$ cat src/rtl/uart_pkg.sv
// Shared UART definitions: parity modes, transmitter state encoding and parity helper.
package uart_pkg;

    localparam int unsigned PARITY_NONE   = 0;
    localparam int unsigned PARITY_ODD    = 1;
    localparam int unsigned PARITY_EVEN   = 2;
    localparam int unsigned MAX_DATA_BITS = 9;

    typedef enum logic [2:0] {
        ST_IDLE   = 3'd0,
        ST_START  = 3'd1,
        ST_DATA   = 3'd2,
        ST_PARITY = 3'd3,
        ST_STOP   = 3'd4
    } tx_state_t;

    // Callers zero-extend narrower words; the extra zeros do not change the XOR.
    function automatic logic calc_parity(input logic [MAX_DATA_BITS-1:0] data,
                                         input logic [1:0]               mode);
        calc_parity = (mode == 2'(PARITY_ODD)) ? ~(^data) : (^data);
    endfunction

endpackage

$ cat src/rtl/uart_tx_frame.sv
// Parametrised UART transmitter with a one-word holding register, paced by baud_tick.
module uart_tx_frame
    import uart_pkg::*;
#(
    parameter int unsigned DATA_BITS = 8,
    parameter int unsigned PARITY    = 0,
    parameter int unsigned STOP_BITS = 1
) (
    input  logic                 clk,
    input  logic                 reset_n,
    input  logic                 baud_tick,
    input  logic                 in_valid,
    input  logic [DATA_BITS-1:0] in_data,
    output logic                 in_ready,
    output logic                 tx,
    output logic                 busy,
    output logic                 frame_done
);

    localparam int unsigned CNT_W = $clog2(DATA_BITS);

    if (DATA_BITS < 5 || DATA_BITS > 9) begin : g_bad_data_bits
        $error("uart_tx_frame: DATA_BITS must be 5..9");
    end
    if (PARITY > PARITY_EVEN) begin : g_bad_parity
        $error("uart_tx_frame: PARITY must be 0, 1 or 2");
    end
    if (STOP_BITS < 1 || STOP_BITS > 2) begin : g_bad_stop_bits
        $error("uart_tx_frame: STOP_BITS must be 1 or 2");
    end

    tx_state_t            state;
    logic [CNT_W-1:0]     bit_cnt;
    logic [DATA_BITS-1:0] hold;
    logic                 hold_full;
    logic [DATA_BITS-1:0] shift;
    logic                 parity_bit;
    logic                 accept;

    assign in_ready = ~hold_full;
    assign busy     = (state != ST_IDLE) || hold_full;
    assign accept   = in_valid && ~hold_full;

    // Single-process FSM; every output-affecting register is updated here.
    always_ff @(posedge clk) begin
        if (!reset_n) begin
            state      <= ST_IDLE;
            bit_cnt    <= '0;
            hold       <= '0;
            hold_full  <= 1'b0;
            shift      <= '0;
            parity_bit <= 1'b0;
            tx         <= 1'b1;
            frame_done <= 1'b0;
        end else begin
            frame_done <= 1'b0;

            // Accept and engine load are mutually exclusive: load needs a full hold.
            if (accept) begin
                hold      <= in_data;
                hold_full <= 1'b1;
            end

            if (baud_tick) begin
                case (state)
                    ST_IDLE: begin
                        if (hold_full) begin
                            shift      <= hold;
                            parity_bit <= calc_parity(MAX_DATA_BITS'(hold), 2'(PARITY));
                            hold_full  <= 1'b0;
                            tx         <= 1'b0;
                            state      <= ST_START;
                        end
                    end
                    ST_START: begin
                        tx      <= shift[0];
                        shift   <= shift >> 1;
                        bit_cnt <= '0;
                        state   <= ST_DATA;
                    end
                    ST_DATA: begin
                        if (bit_cnt == CNT_W'(DATA_BITS - 1)) begin
                            bit_cnt <= '0;
                            if (PARITY != PARITY_NONE) begin
                                tx    <= parity_bit;
                                state <= ST_PARITY;
                            end else begin
                                tx    <= 1'b1;
                                state <= ST_STOP;
                            end
                        end else begin
                            tx      <= shift[0];
                            shift   <= shift >> 1;
                            bit_cnt <= bit_cnt + CNT_W'(1);
                        end
                    end
                    ST_PARITY: begin
                        tx      <= 1'b1;
                        bit_cnt <= '0;
                        state   <= ST_STOP;
                    end
                    ST_STOP: begin
                        if (bit_cnt == CNT_W'(STOP_BITS - 1)) begin
                            frame_done <= 1'b1;
                            bit_cnt    <= '0;
                            // A waiting word starts on this same tick, leaving no idle gap.
                            if (hold_full) begin
                                shift      <= hold;
                                parity_bit <= calc_parity(MAX_DATA_BITS'(hold), 2'(PARITY));
                                hold_full  <= 1'b0;
                                tx         <= 1'b0;
                                state      <= ST_START;
                            end else begin
                                tx    <= 1'b1;
                                state <= ST_IDLE;
                            end
                        end else begin
                            bit_cnt <= bit_cnt + CNT_W'(1);
                        end
                    end
                    default: begin
                        tx    <= 1'b1;
                        state <= ST_IDLE;
                    end
                endcase
            end
        end
    end

endmodule

$ cat config.mk
export PLATFORM = sky130hd
export DESIGN_NAME = uart_tx_frame
export DESIGN_NICKNAME = d
export VERILOG_FILES = /design/src/rtl/uart_pkg.sv /design/src/rtl/uart_tx_frame.sv
export SDC_FILE = /design/constraint.sdc
export NUM_CORES = 1
export LEC_CHECK = 0
export ABC_AREA = 1
export BUFFER_PORTS_ARGS = -buffer_cell sky130_fd_sc_hd__buf_2
export CAP_MARGIN = 20
export CORE_MARGIN = 2
export CORE_UTILIZATION = 30
export CTS_CLUSTER_SIZE = 10
export DETAILED_ROUTE_END_ITERATION = 16
export PLACE_DENSITY = 0.53
export SYNTH_ARGS = -nofsm -noshare
export SYNTH_HDL_FRONTEND = slang
export SYNTH_SLANG_ARGS = --single-unit
$ cat constraint.sdc
create_clock -name clk -period 1.8 [get_ports clk]
set_input_delay 0.09 -clock clk [delete_from_list [all_inputs] [get_ports clk]]
set_output_delay 0.09 -clock clk [all_outputs]
set_load 0.005 [all_outputs]
# Word-level counts from Yosys, hierarchy flattened
# Index checks and enable logic that the tools add are counted.
[totals]
elab_cells = 54
output_inout_bits = 4
in_bits = 12
regBits = 25
[op_classes]
n_bitwise = 1
muxes = 23
reduce_logical = 13
add_sub_neg = 1
eq_ne = 9
[ops]
columns = ["operator", "count"]
rows = [
  ["one-hot mux 8 bit (4 select lines)", 1],
  ["2-to-1 mux 8 bit", 3],
  ["2-to-1 mux 3 bit", 5],
  ["one-hot mux 3 bit (5 select lines)", 1],
  ["2-to-1 mux 1 bit", 10],
  ["one-hot mux 3 bit (3 select lines)", 1],
  ["inequality test 2 bit, second input constant", 4],
  ["AND reduction 4 bit", 2],
  ["== test 3 x 2 -> 1 bit, second input constant", 2],
  ["== test 3 bit, second input constant", 2],
  ["logical NOT 3 bit", 2],
  ["AND reduction 3 bit", 2],
  ["nonzero test 3 bit", 2],
  ["one-hot mux 1 bit (4 select lines)", 1],
  ["nonzero test 4 bit", 1],
  ["adder 3 x 1 -> 3 bit, second input constant", 1],
  ["== test 3 x 1 -> 1 bit, second input constant", 1],
  ["one-hot mux 1 bit (2 select lines)", 1],
  ["AND reduction 2 bit", 1],
  ["OR reduction 2 bit", 1],
  ["logical AND 1 bit", 1],
  ["logical OR 1 bit", 1],
  ["inverter 1 bit", 1],
]

# Depth between registers and ports, before layout
[depth]
depth_word = 7
mapped_depth = 11
depth_no_buf = 10

# Worst setup path before layout
# OpenSTA, ideal clock, no wires.
[synth_timing]
path_kind = "flip-flop to flip-flop"
start = "register bit_cnt[0]"
end = "register shift[1]"
required_time_ps = 1687
period_less_slack_ps = 1355
arrival_time_ps = 1243
setup_time_ps = 113
path_buffers = 1
path_stages_with_launch = 10
path_slack_ps = 445
cell_sequence = "dfxtp_1 ha_1 ha_1 inv_1 nor2_2 nor2_4 nand3_4 buf_6 nor2_1 nor2_1"
[synth_via]
elab_chain_len = 3
word_cells_on_any_way = 5
[synth_rtl]
columns = ["element", "line_no", "rtl"]
rows = [
  ["start: declaration", "uart_tx_frame.sv:33", "logic [CNT_W-1:0] bit_cnt;"],
  ["start signal: assignment", "uart_tx_frame.sv:94", "bit_cnt <= bit_cnt + CNT_W'(1);"],
  ["start signal: assignment", "uart_tx_frame.sv:118", "bit_cnt <= bit_cnt + CNT_W'(1);"],
  ["== test 3 bit / logical NOT 3 bit (equally long branches)", "uart_tx_frame.sv:82, uart_tx_frame.sv:103", ""],
  ["inequality test 2 bit (no line)", "--", ""],
  ["AND reduction 4 bit (no line) *", "--", ""],
  ["end signal: assignment", "uart_tx_frame.sv:77", "shift <= shift >> 1;"],
  ["end signal: assignment", "uart_tx_frame.sv:93", "shift <= shift >> 1;"],
  ["end signal: assignment", "uart_tx_frame.sv:108", "shift <= hold;"],
  ["end: declaration", "uart_tx_frame.sv:36", "logic [DATA_BITS-1:0] shift;"],
]
# Every way passes the cells marked *; elsewhere a longest branch is shown, timed or not.
# A chain may end at the register's enable or synchronous reset.

# Worst setup path after layout
[layout_timing]
start = "register bit_cnt[0]"
end = "register shift[2]"
# Same word-level chain as after synthesis.

==> impl_metrics.tcl <==
set metrics [dict create \
    status "finished, final reports clean" \
    grt_max_degree 22 \
    area_delta_synth_final_pct 12.7 \
    antenna_found_initial 0 \
    synth-seq-cells 25 \
    clk_path_buf_depth 2 \
    leakage_nw 0.666 \
    r2r_slack_ns 0.37 \
    drv_slew 0 \
    final_util_pct 35.0 \
    synth-seq-area-share_pct 40.3 \
    die_x_um 68.3 \
    diodes 0 \
    coreArea_um2 4000 \
    yosys_warnings 0 \
    cts_made_buffers 3 \
    hpwlAfterDp_mm 1.75 \
    drtAntennaViolNets 0 \
    start_kind "register" \
    rsz0062_at_grt "false" \
    worstPathRequired_ns 1.98 \
    clk_pin_slew_ns 0.09 \
    first_global_vias 977 \
    min_path_type "in2reg" \
    synth_fp_nets 200 \
    die-area_um2 4670 \
    p_comb_share_pct 28.5 \
    postCtsHoldBufs 0 \
    arrival_ns 1.61 \
    port_buffers 15 \
    netlist_area_um2 1240 \
    cap_violations 0 \
    r2r-end "shift[2]$_SDFFE_PN0P_" \
    rows 23 \
    p_int_mw 0.922 \
    wl_per_cell_um 9.86 \
    worstSetupEndpointType "register" \
    cts_tree "built" \
    setup_viol 0 \
    synth_top_area_share_pct 40.3 \
    ctsResizeCount 0 \
    slew_headroom_pct 68.7 \
    max_freq_mhz 700 \
    synth.top_cells.by_area "dfxtp_1, nand2_1, inv_1, o21ai_0, nor2_1" \
    r2r-start "bit_cnt[0]$_SDFFE_PN0P_" \
    vias 1072 \
    period_share_pct 79.4 \
    cts_root_buf "clkbuf_8" \
    avgSynthCellArea_um2 6.71 \
    whs_path_depth 3 \
    drt_pass1_iterations 4 \
    switching_power_mw 0.502 \
    power_frac_clock_pct 24.5 \
    post_drt_via_cell_ratio 4.31 \
    worstRegToRegCells 8 \
    worstHoldStart "in_data[7]" \
    synthCells 185 \
    die_h_um 68.3 \
    gp_congestion 0.790 \
    cp_max_fo 15 \
    drive_above_1_share_pct 14.6 \
    switching_share_pct 35.3 \
    wirelength_mm 2.45 \
    cts_sinks 25 \
    yosys.area.top_type "dfxtp_1" \
    clk_latency_ns 0.28 \
    drc 0 \
    worst-slew-pin-transition_ns 0.469 \
    initial_utilization_pct 31.0 \
    post-cts-setup-buffer-count 0 \
    power.density_nw_per_um2 1020 \
    holdPathEnd "hold[7]$_SDFFE_PN0P_" \
    hold_violations 0 \
    synth_cell_types 22 \
    grt_use_total_pct 12.1 \
    grt.overflow.total 0 \
    finalPower_mw 1.42 \
    skew_ns 0.00588 \
    ir_drop_mv 0.449 \
    htree_levels 1 \
    ios 16 \
    dr.first_iter.drc_count 28 \
    tns_ns 0 \
    min_period_ns 1.43 \
    finalNetCount 215 \
    crit_type "reg2reg" \
    grt_first_pass_wirelength_mm 4.24 \
    pwr-share-seq_pct 47.1 \
]
[cells in the mapped netlist]
library cell and count:
buf_6 1, o21ai_0 18, clkbuf_1 1, inv_2 2, nand3_2 2, ha_1 3
dfxtp_1 25, nand3_1 9, buf_2 2, nor2_2 3, nor2_1 24, nor2_4 1
a211oi_1 1, nand2_1 49, nand4_1 1, a21oi_1 12, nor3_1 1, buf_1 1
o211ai_1 1, nand2_2 1, nand3_4 1, inv_1 26
[area by class of cell]
type,count,area [µm²]
clock inverters,1,7.51
multi-input cells,127,607
fillers,428,2600
flip-flops and latches,25,500
repair buffers,15,75.1
clock buffers,3,41.3
well taps,50,62.6
inverters,28,105
[power groups by stage]
stage               Combinational [mW]  Sequential, mW  Clock, mW
floorplan                        0.333           0.673          0
global placement                 0.411           0.683          0
detailed placement               0.408           0.682          0
CTS                              0.411           0.670      0.363
global route                     0.479           0.682      0.389
finish                           0.405           0.670      0.349
[cells in the final DEF, fill, tap and decap left out, drive strengths merged]
cell | Yosys | final
nor3 | 1 | 1
ha | 3 | 3
buf | 4 | 15
a211oi | 1 | 1
nor2 | 28 | 28
o211ai | 1 | 1
o21ai | 18 | 18
nand3 | 12 | 12
nand2 | 50 | 50
clkinvlp | 0 | 1
nand4 | 1 | 1
clkbuf | 1 | 3
inv | 28 | 28
dfxtp | 25 | 25
a21oi | 12 | 12
[metrics by stage]
| step | area [µm²] | hold WS, ns | worst slack [ns] | std cells |
|---|---|---|---|---|
| after floorplan | 1240 | 0.214 | 0.445 | 185 |
| after global placement | 1350 | 0.340 | 0.372 | 245 |
| after detailed placement | 1350 | 0.355 | 0.382 | 245 |
| after CTS | 1400 | 0.0591 | 0.362 | 249 |
| after global routing | 1400 | 0.0666 | 0.207 | 249 |
| final | 1400 | 0.0616 | 0.371 | 249 |
[sequential cells by signal, summed over array words and instances (netlist names)]
| signal | cells |
|---|---|
| state | 3 |
| bit_cnt | 3 |
| hold_full | 1 |
| hold | 8 |
| shift | 8 |
| frame_done | 1 |
| tx | 1 |
[how the worst max path moves through the flow]
stage	startpoint	to	slack (ns)	cells after the start
after floorplan	bit_cnt[0]$_SDFFE_PN0P_	shift[1]$_SDFFE_PN0P_	0.44	9
after detailed placement	bit_cnt[0]$_SDFFE_PN0P_	shift[5]$_SDFFE_PN0P_	0.38	8
after global placement	bit_cnt[0]$_SDFFE_PN0P_	shift[0]$_SDFFE_PN0P_	0.37	8
after global routing	bit_cnt[0]$_SDFFE_PN0P_	shift[0]$_SDFFE_PN0P_	0.21	9
after CTS	bit_cnt[0]$_SDFFE_PN0P_	shift[0]$_SDFFE_PN0P_	0.36	9
final	bit_cnt[0]$_SDFFE_PN0P_	shift[2]$_SDFFE_PN0P_	0.37	8
[per-layer routing]
metal / global-route usage (%) / up-vias / part of all wire (%)
li1: - / 601 / -
met1: 16.2 / 453 / 52
met2: 19.2 / 14 / 43
met3: 1.48 / 4 / 2.7
met4: 6.00 / 0 / 1.9
met5: 0 / - / 0
[worst max-delay path, cell delays in order (launching register included)]
cell,delay [ns]
dfxtp_1,0.32
ha_1,0.19
ha_1,0.19
inv_1,0.08
nor2_2,0.05
nor2_4,0.12
nand3_4,0.17
nor2_1,0.14
nor2_1,0.06
[logic make-up after synthesis]
family / count (synthesis) / share of synthesized area (%)
and+or+nand+nor: 92 / 32.6
buffers and inverters: 33 / 10.8
adders and majority gates: 3 / 3.02
DFF: 25 / 40.3
AOI/OAI and AO/OA: 32 / 13.3
No activity file was read; power rests on OpenSTA's default activity.
